==> src/rtl/wr_ptr_ctrl.sv <==
`default_nettype none
// ============================================================================
// Module  : wr_ptr_ctrl
// Brief   : Async FIFO write-domain pointer control with status and overflow.
// Revision: 1.0 - initial release
// ============================================================================
module wr_ptr_ctrl #(
    parameter int PTR_WIDTH    = 3,
    parameter int SYNC_STAGES  = 2,
    parameter int AFULL_THRESH = 6
) (
    input  logic                 wclk,
    input  logic                 wrst_n,
    input  logic                 w_en,
    input  logic [PTR_WIDTH:0]   g_rptr,
    input  logic                 ovf_clr,
    output logic [PTR_WIDTH:0]   b_wptr,
    output logic [PTR_WIDTH:0]   g_wptr,
    output logic                 wclken,
    output logic                 full,
    output logic                 almost_full,
    output logic [PTR_WIDTH:0]   wr_level,
    output logic                 overflow
);

    localparam logic [PTR_WIDTH:0] c_afull_thresh = (PTR_WIDTH+1)'(AFULL_THRESH);

    logic [PTR_WIDTH:0] r_rptr_sync [SYNC_STAGES];
    logic [PTR_WIDTH:0] w_g_rptr_sync;
    logic [PTR_WIDTH:0] w_b_rptr_sync;
    logic [PTR_WIDTH:0] w_b_wptr_next;
    logic [PTR_WIDTH:0] w_g_wptr_next;
    logic [PTR_WIDTH:0] w_level_next;
    logic               w_full_next;
    logic               w_afull_next;

    // Read Gray pointer crosses into wclk through a plain flop chain
    for (genvar i = 0; i < SYNC_STAGES; i++) begin : g_sync
        if (i == 0) begin : g_first
            always_ff @(posedge wclk or negedge wrst_n) begin
                if (!wrst_n) r_rptr_sync[i] <= '0;
                else         r_rptr_sync[i] <= g_rptr;
            end
        end else begin : g_rest
            always_ff @(posedge wclk or negedge wrst_n) begin
                if (!wrst_n) r_rptr_sync[i] <= '0;
                else         r_rptr_sync[i] <= r_rptr_sync[i-1];
            end
        end
    end

    assign w_g_rptr_sync = r_rptr_sync[SYNC_STAGES-1];

    always_comb begin
        w_b_rptr_sync = '0;
        for (int i = 0; i <= PTR_WIDTH; i++) begin
            w_b_rptr_sync[i] = ^(w_g_rptr_sync >> i);
        end
    end

    assign wclken        = w_en & ~full;
    assign w_b_wptr_next = b_wptr + {{PTR_WIDTH{1'b0}}, wclken};
    assign w_g_wptr_next = w_b_wptr_next ^ (w_b_wptr_next >> 1);
    // Full when the write pointer is exactly one lap (MSB and MSB-1 of Gray inverted) ahead
    assign w_full_next   = (w_g_wptr_next == {~w_g_rptr_sync[PTR_WIDTH:PTR_WIDTH-1],
                                               w_g_rptr_sync[PTR_WIDTH-2:0]});
    assign w_level_next  = w_b_wptr_next - w_b_rptr_sync;
    assign w_afull_next  = (w_level_next >= c_afull_thresh);

    always_ff @(posedge wclk or negedge wrst_n) begin
        if (!wrst_n) begin
            b_wptr      <= '0;
            g_wptr      <= '0;
            full        <= 1'b0;
            almost_full <= 1'b0;
            wr_level    <= '0;
            overflow    <= 1'b0;
        end else begin
            b_wptr      <= w_b_wptr_next;
            g_wptr      <= w_g_wptr_next;
            full        <= w_full_next;
            almost_full <= w_afull_next;
            wr_level    <= w_level_next;
            if (w_en && full)  overflow <= 1'b1;
            else if (ovf_clr)  overflow <= 1'b0;
        end
    end

endmodule
`default_nettype wire

==> config.mk <==
export PLATFORM = sky130hd
export DESIGN_NAME = wr_ptr_ctrl
export DESIGN_NICKNAME = d
export VERILOG_FILES = /design/src/rtl/wr_ptr_ctrl.sv
export SDC_FILE = /design/constraint.sdc
export NUM_CORES = 1
export LEC_CHECK = 0
export ABC_AREA = 1
export CORE_ASPECT_RATIO = 1.25
export CORE_MARGIN = 3
export CORE_UTILIZATION = 53
export DETAILED_ROUTE_END_ITERATION = 7
export DONT_BUFFER_PORTS = 1
export GPL_ROUTABILITY_DRIVEN = 0
export HOLD_SLACK_MARGIN = 0.12
export PLACE_DENSITY_LB_ADDON = 0.08
export SYNTH_ARGS = -nofsm -noshare
export SYNTH_HDL_FRONTEND = slang
export SYNTH_SLANG_ARGS = --single-unit
==> constraint.sdc <==
create_clock -name wclk -period 2 [get_ports wclk]
set_input_delay 0.4 -clock wclk [delete_from_list [all_inputs] [get_ports wclk]]
set_output_delay 0.4 -clock wclk [all_outputs]
set_load 0.1 [all_outputs]
== After elaboration in Yosys (flattened, before gate mapping) ==
Index checks and enable logic that the tools add are counted.
Storage, ports and cells
  output and inout port bits: 16
  register bits after elaboration: 23
  input bits: 8
Cells by class
  mux-type cells: 2
  $lt $le $gt $ge: 1
  equality and inequality tests: 1
  bitwise gates (word level): 4
  reductions and logical operators: 6
  add/subtract/negate cells: 2
Operators with widths (number)
  $reduce_xor 4->1: 4
  $add 4x1->4: 1
  $eq 4x4->1: 1
  $ge 4x3->1 const B: 1
  $sub 4x4->4: 1
  $xor 4x3->4: 1
  $mux 1: 2
  $not 2->2: 1
  $reduce_bool 2->1: 1
  $and 1x1->1: 1
  $logic_and 1x1->1: 1
  $not 1->1: 1

== Logic depth before layout (Yosys ltp) ==
  depth after elaboration: 5
  gate-level depth with buffers: 12

== Worst setup path before layout ==
OpenSTA, ideal clock, no wires.
  path kind: register to register
  from: reg full
  to: reg almost_full
  path slack: -1.798 ns
  period minus slack after synthesis: 3.798 ns
  data arrival time: 3.672 ns
  stages on the path, launching flop included: 12
  setup time: 0.125 ns
  cells stage by stage: dfrtp_1 -> nor2_1 -> ha_1 -> ha_1 -> inv_1 -> nand2_1 -> nand2_1 -> ha_1 -> a21oi_1 -> inv_1 -> nand2_1 -> nand3_1
Between the ends
  longest elaborated chain between the ends: 5
Ends and longest elaborated chain
  start, declared: RTL line 20  | output logic full,
  start signal, assigned: RTL line 81  | full <= w_full_next;
  $not 1->1: RTL line 61  | assign wclken = w_en & ~full;
  $and 1x1->1: RTL line 61
  net wclken: RTL line 19  | output logic wclken,
  $add 4x1->4: RTL line 62  | assign w_b_wptr_next = b_wptr + {{PTR_WIDTH{1'b0}}, wclken};
  net w_b_wptr_next[2]: RTL line 31  | logic [PTR_WIDTH:0] w_b_wptr_next;
  $sub 4x4->4: RTL line 67  | assign w_level_next = w_b_wptr_next - w_b_rptr_sync;
  $ge 4x3->1: RTL line 68  | assign w_afull_next = (w_level_next >= c_afull_thresh);
  net w_afull_next: RTL line 35  | logic w_afull_next;
  end signal, assigned: RTL line 82  | almost_full <= w_afull_next;
  end, declared: RTL line 21  | output logic almost_full,
The timed path passes the listed nets, and every way through them passes these cells.
A chain may end at the register's enable or synchronous reset.

== Worst setup path after layout ==
  from: reg r_rptr_sync, in the netlist w_g_rptr_sync[2]
  to: reg almost_full
Between the ends
  longest elaborated chain between the ends: 3
Ends and longest elaborated chain
  start, declared: RTL line 28  | logic [PTR_WIDTH:0] r_rptr_sync [SYNC_STAGES];
  start signal, assigned by index: RTL line 47  | else r_rptr_sync[i] <= r_rptr_sync[i-1];
  $reduce_xor 4->1: RTL line 57  | w_b_rptr_sync[i] = ^(w_g_rptr_sync >> i);
  $sub 4x4->4 (*): RTL line 67
  net w_level_next[1]: RTL line 33  | logic [PTR_WIDTH:0] w_level_next;
  $ge 4x3->1 (*): RTL line 68
  net w_afull_next: RTL line 35
Mark *: on every way through the listed nets, which the timed path passes. The rest lies on a longest branch.

==> out/metrics.yaml <==
detailed_place.area_sq_mm: 0.00117
synth_most_common_cell: "nand2_1"
yosys_warnings: 0
clock_latency_ns: 0.29
cts_max_path_buffers: 2
track_usage: 0.176
cts_max_level: 1
status: "completed"
tritoncts: "yes"
num_io_pins: 24
initial_core_util: 0.584
drc: 0
grt_util_met2: 0.347
synth_area_leaders: "dfrtp_1 58%, nand2_1 9.1%, inv_1 6.7%"
synth_edf_count: 0
first_pass_iters: 4
seq_area_frac_synth: 0.581
syn-num-nets: 107
n_antenna_cell: 0
async_flop_share: 1.00
dieHeight_um: 53.3
fmaxAchievable_mhz: 509
arrival_ns: 2.20
root_buffer: "clkbuf_4"
cts_num_sinks: 22
dieArea_sq_mm: 0.00233
top_usage_layer: "met2"
netlist-cell-type-count: 17
ys_ff_latch: 22
grt_pass1_vias: 722
area_growth_pct: 34.1
dp_hpwl_um: 1280
drt_iter0_markers: 9
worstSetupStartpointType: "flip-flop"
fin_crit_sh: 0.982
synthCells: 93
met3_usage: 0.0306
grt_max_degree: 23
die_w_um: 43.8
synth_top_area_share: 0.581
grt_pass1_wl_um: 2890
synth_flop_cell: "dfrtp_1"
worstPathBufferInverterCount: 1
timing.final.hold_violations: 0
yosys.area.top_type: "dfrtp_1"
clk_pin_slew_ns: 0.12
row_count: 16
numCtsBuffers: 3
avgSynthCellArea_sq_um: 10.2
crit_type: "flip-flop to flip-flop"
tightest_slew_ns: 0.923
cp_top_family: "adder cells"
synthTopCellsByCount: "23 x nand2_1, 22 x dfrtp_1, 17 x inv_1"
slowest_stage: "fa_2"
routed_wl_um: 1760
cts_resized: 0
slowest_delay_ns: 0.44
final_nets: 135
io_buffers: 0
drive_above_1_share: 0.350
fillers: 109
grt_overflow_total: 0
hold_path.class: "input port to flip-flop"
final_area_sq_mm: 0.00127
crit_fanout: 2
syn_area_sq_um: 947
setup-violations-final: 0
finClkSkew_ns: 0.00952
path_cells: "xnor2_2 -> xor2_2 -> xor2_1 -> ha_2 -> fa_2 -> inv_2 -> nand2_1 -> nand3_1"
cap_violations: 0
rsz0062_at_grt: "yes"
routed_via_density: 5.26
crit_path_end_kind: "flip-flop"
vias: 726
slew_violations: 0
relSlewSlack: 0.383
routedWlPerCell_um: 12.8
fin_crit_ns: 1.96
cp.required_ns: 2.24
ant_nets: 0
grtUsageMet1: 0.173
design.core.area_sq_mm: 0.00162
antenna_found_initial: 0
## kinds of logic (layout without fill, tap and decap cells)
kind of cell	Yosys count	count (layout)	synth area share
flip-flops	22	22	0.581
AND/OR/NAND/NOR	39	39	0.176
adder cells (fa/ha/maj)	6	6	0.0872
AO/OA/AOI/OAI	3	3	0.0185
XOR/XNOR	5	5	0.0621
buffers and inverters	18	45	0.0753
## through the flow
step                hold WS (ns)  setup slack (ns)  TNS (ns)   util  cells
global route               0.203           -0.0731   -0.0731  0.783    138
global placement           0.105           -0.0335   -0.0335  0.721    127
CTS                        0.217            0.0241         0  0.783    138
floorplan                  0.104            -0.425     -1.63      -     93
detailed placement         0.105            -0.103    -0.103  0.721    127
finish                     0.225            0.0362         0  0.783    138
## cells in the final DEF (no fill, tap or decap)
| cell type | count |
|---|---|
| buf_4 | 19 |
| clkbuf_8 | 1 |
| ha_4 | 4 |
| o21bai_1 | 1 |
| nand2_2 | 3 |
| xor2_2 | 1 |
| inv_2 | 3 |
| xnor2_1 | 1 |
| nor2_1 | 1 |
| dfrtp_1 | 20 |
| o21ai_0 | 1 |
| dlygate4sd3_1 | 5 |
| xor2_1 | 2 |
| inv_1 | 13 |
| xnor2_2 | 1 |
| nor2_4 | 1 |
| a21oi_2 | 1 |
| inv_4 | 1 |
| ha_2 | 1 |
| clkbuf_4 | 3 |
| dfrtp_4 | 1 |
| nand4_1 | 1 |
| fa_2 | 1 |
| dfrtp_2 | 1 |
| nand2_1 | 21 |
| nand3_1 | 12 |
## area by class of cell
class / count / area (sq um) / share of cell area
sequential: 22 / 556 / 0.437
inverter: 17 / 66.3 / 0.0522
tap: 18 / 22.5 / 0.0177
timing repair buffer: 24 / 193 / 0.152
clock buffer: 4 / 36.3 / 0.0286
multi-input combinational: 53 / 397 / 0.312
## registers in the layout, summed over array words and instances, names as in the netlist
name           cells
wr_level           4
b_wptr             4
almost_full        1
r_rptr_sync        4
w_g_rptr_sync      4
overflow           1
full               1
g_wptr             3
## per-layer routing
layer / routed length (um) / up-vias / part of all wire
met5: 0 / - / 0
met4: 38 / 0 / 0.022
met3: 123 / 6 / 0.070
met2: 976 / 25 / 0.55
met1: 624 / 357 / 0.35
li1: - / 338 / -
## final timing paths
check	from	endpoint	slack, ns	cells past startpoint
max	w_g_rptr_sync[2]	almost_full	0.04	8
min	ovf_clr	overflow	0.22	1
max reg2reg	w_g_rptr_sync[2]	almost_full	0.04	8
min reg2reg	r_rptr_sync[5]	w_g_rptr_sync[1]	0.36	0
max in group asynchronous	wrst_n	full	0.65	1
min in group asynchronous	wrst_n	g_wptr[2]	0.67	1
## what timing repair did
action	4_1_cts	5_1_grt
pin swaps	2	1
hold endpoints to repair	26	0
setup buffers	2	0
hold buffers	5	0
endpoints found under the setup margin	3	2
Power is left out: the tool's default activity adds up to more than one toggle a clock period on the data nets, which glitch-free logic cannot reach.
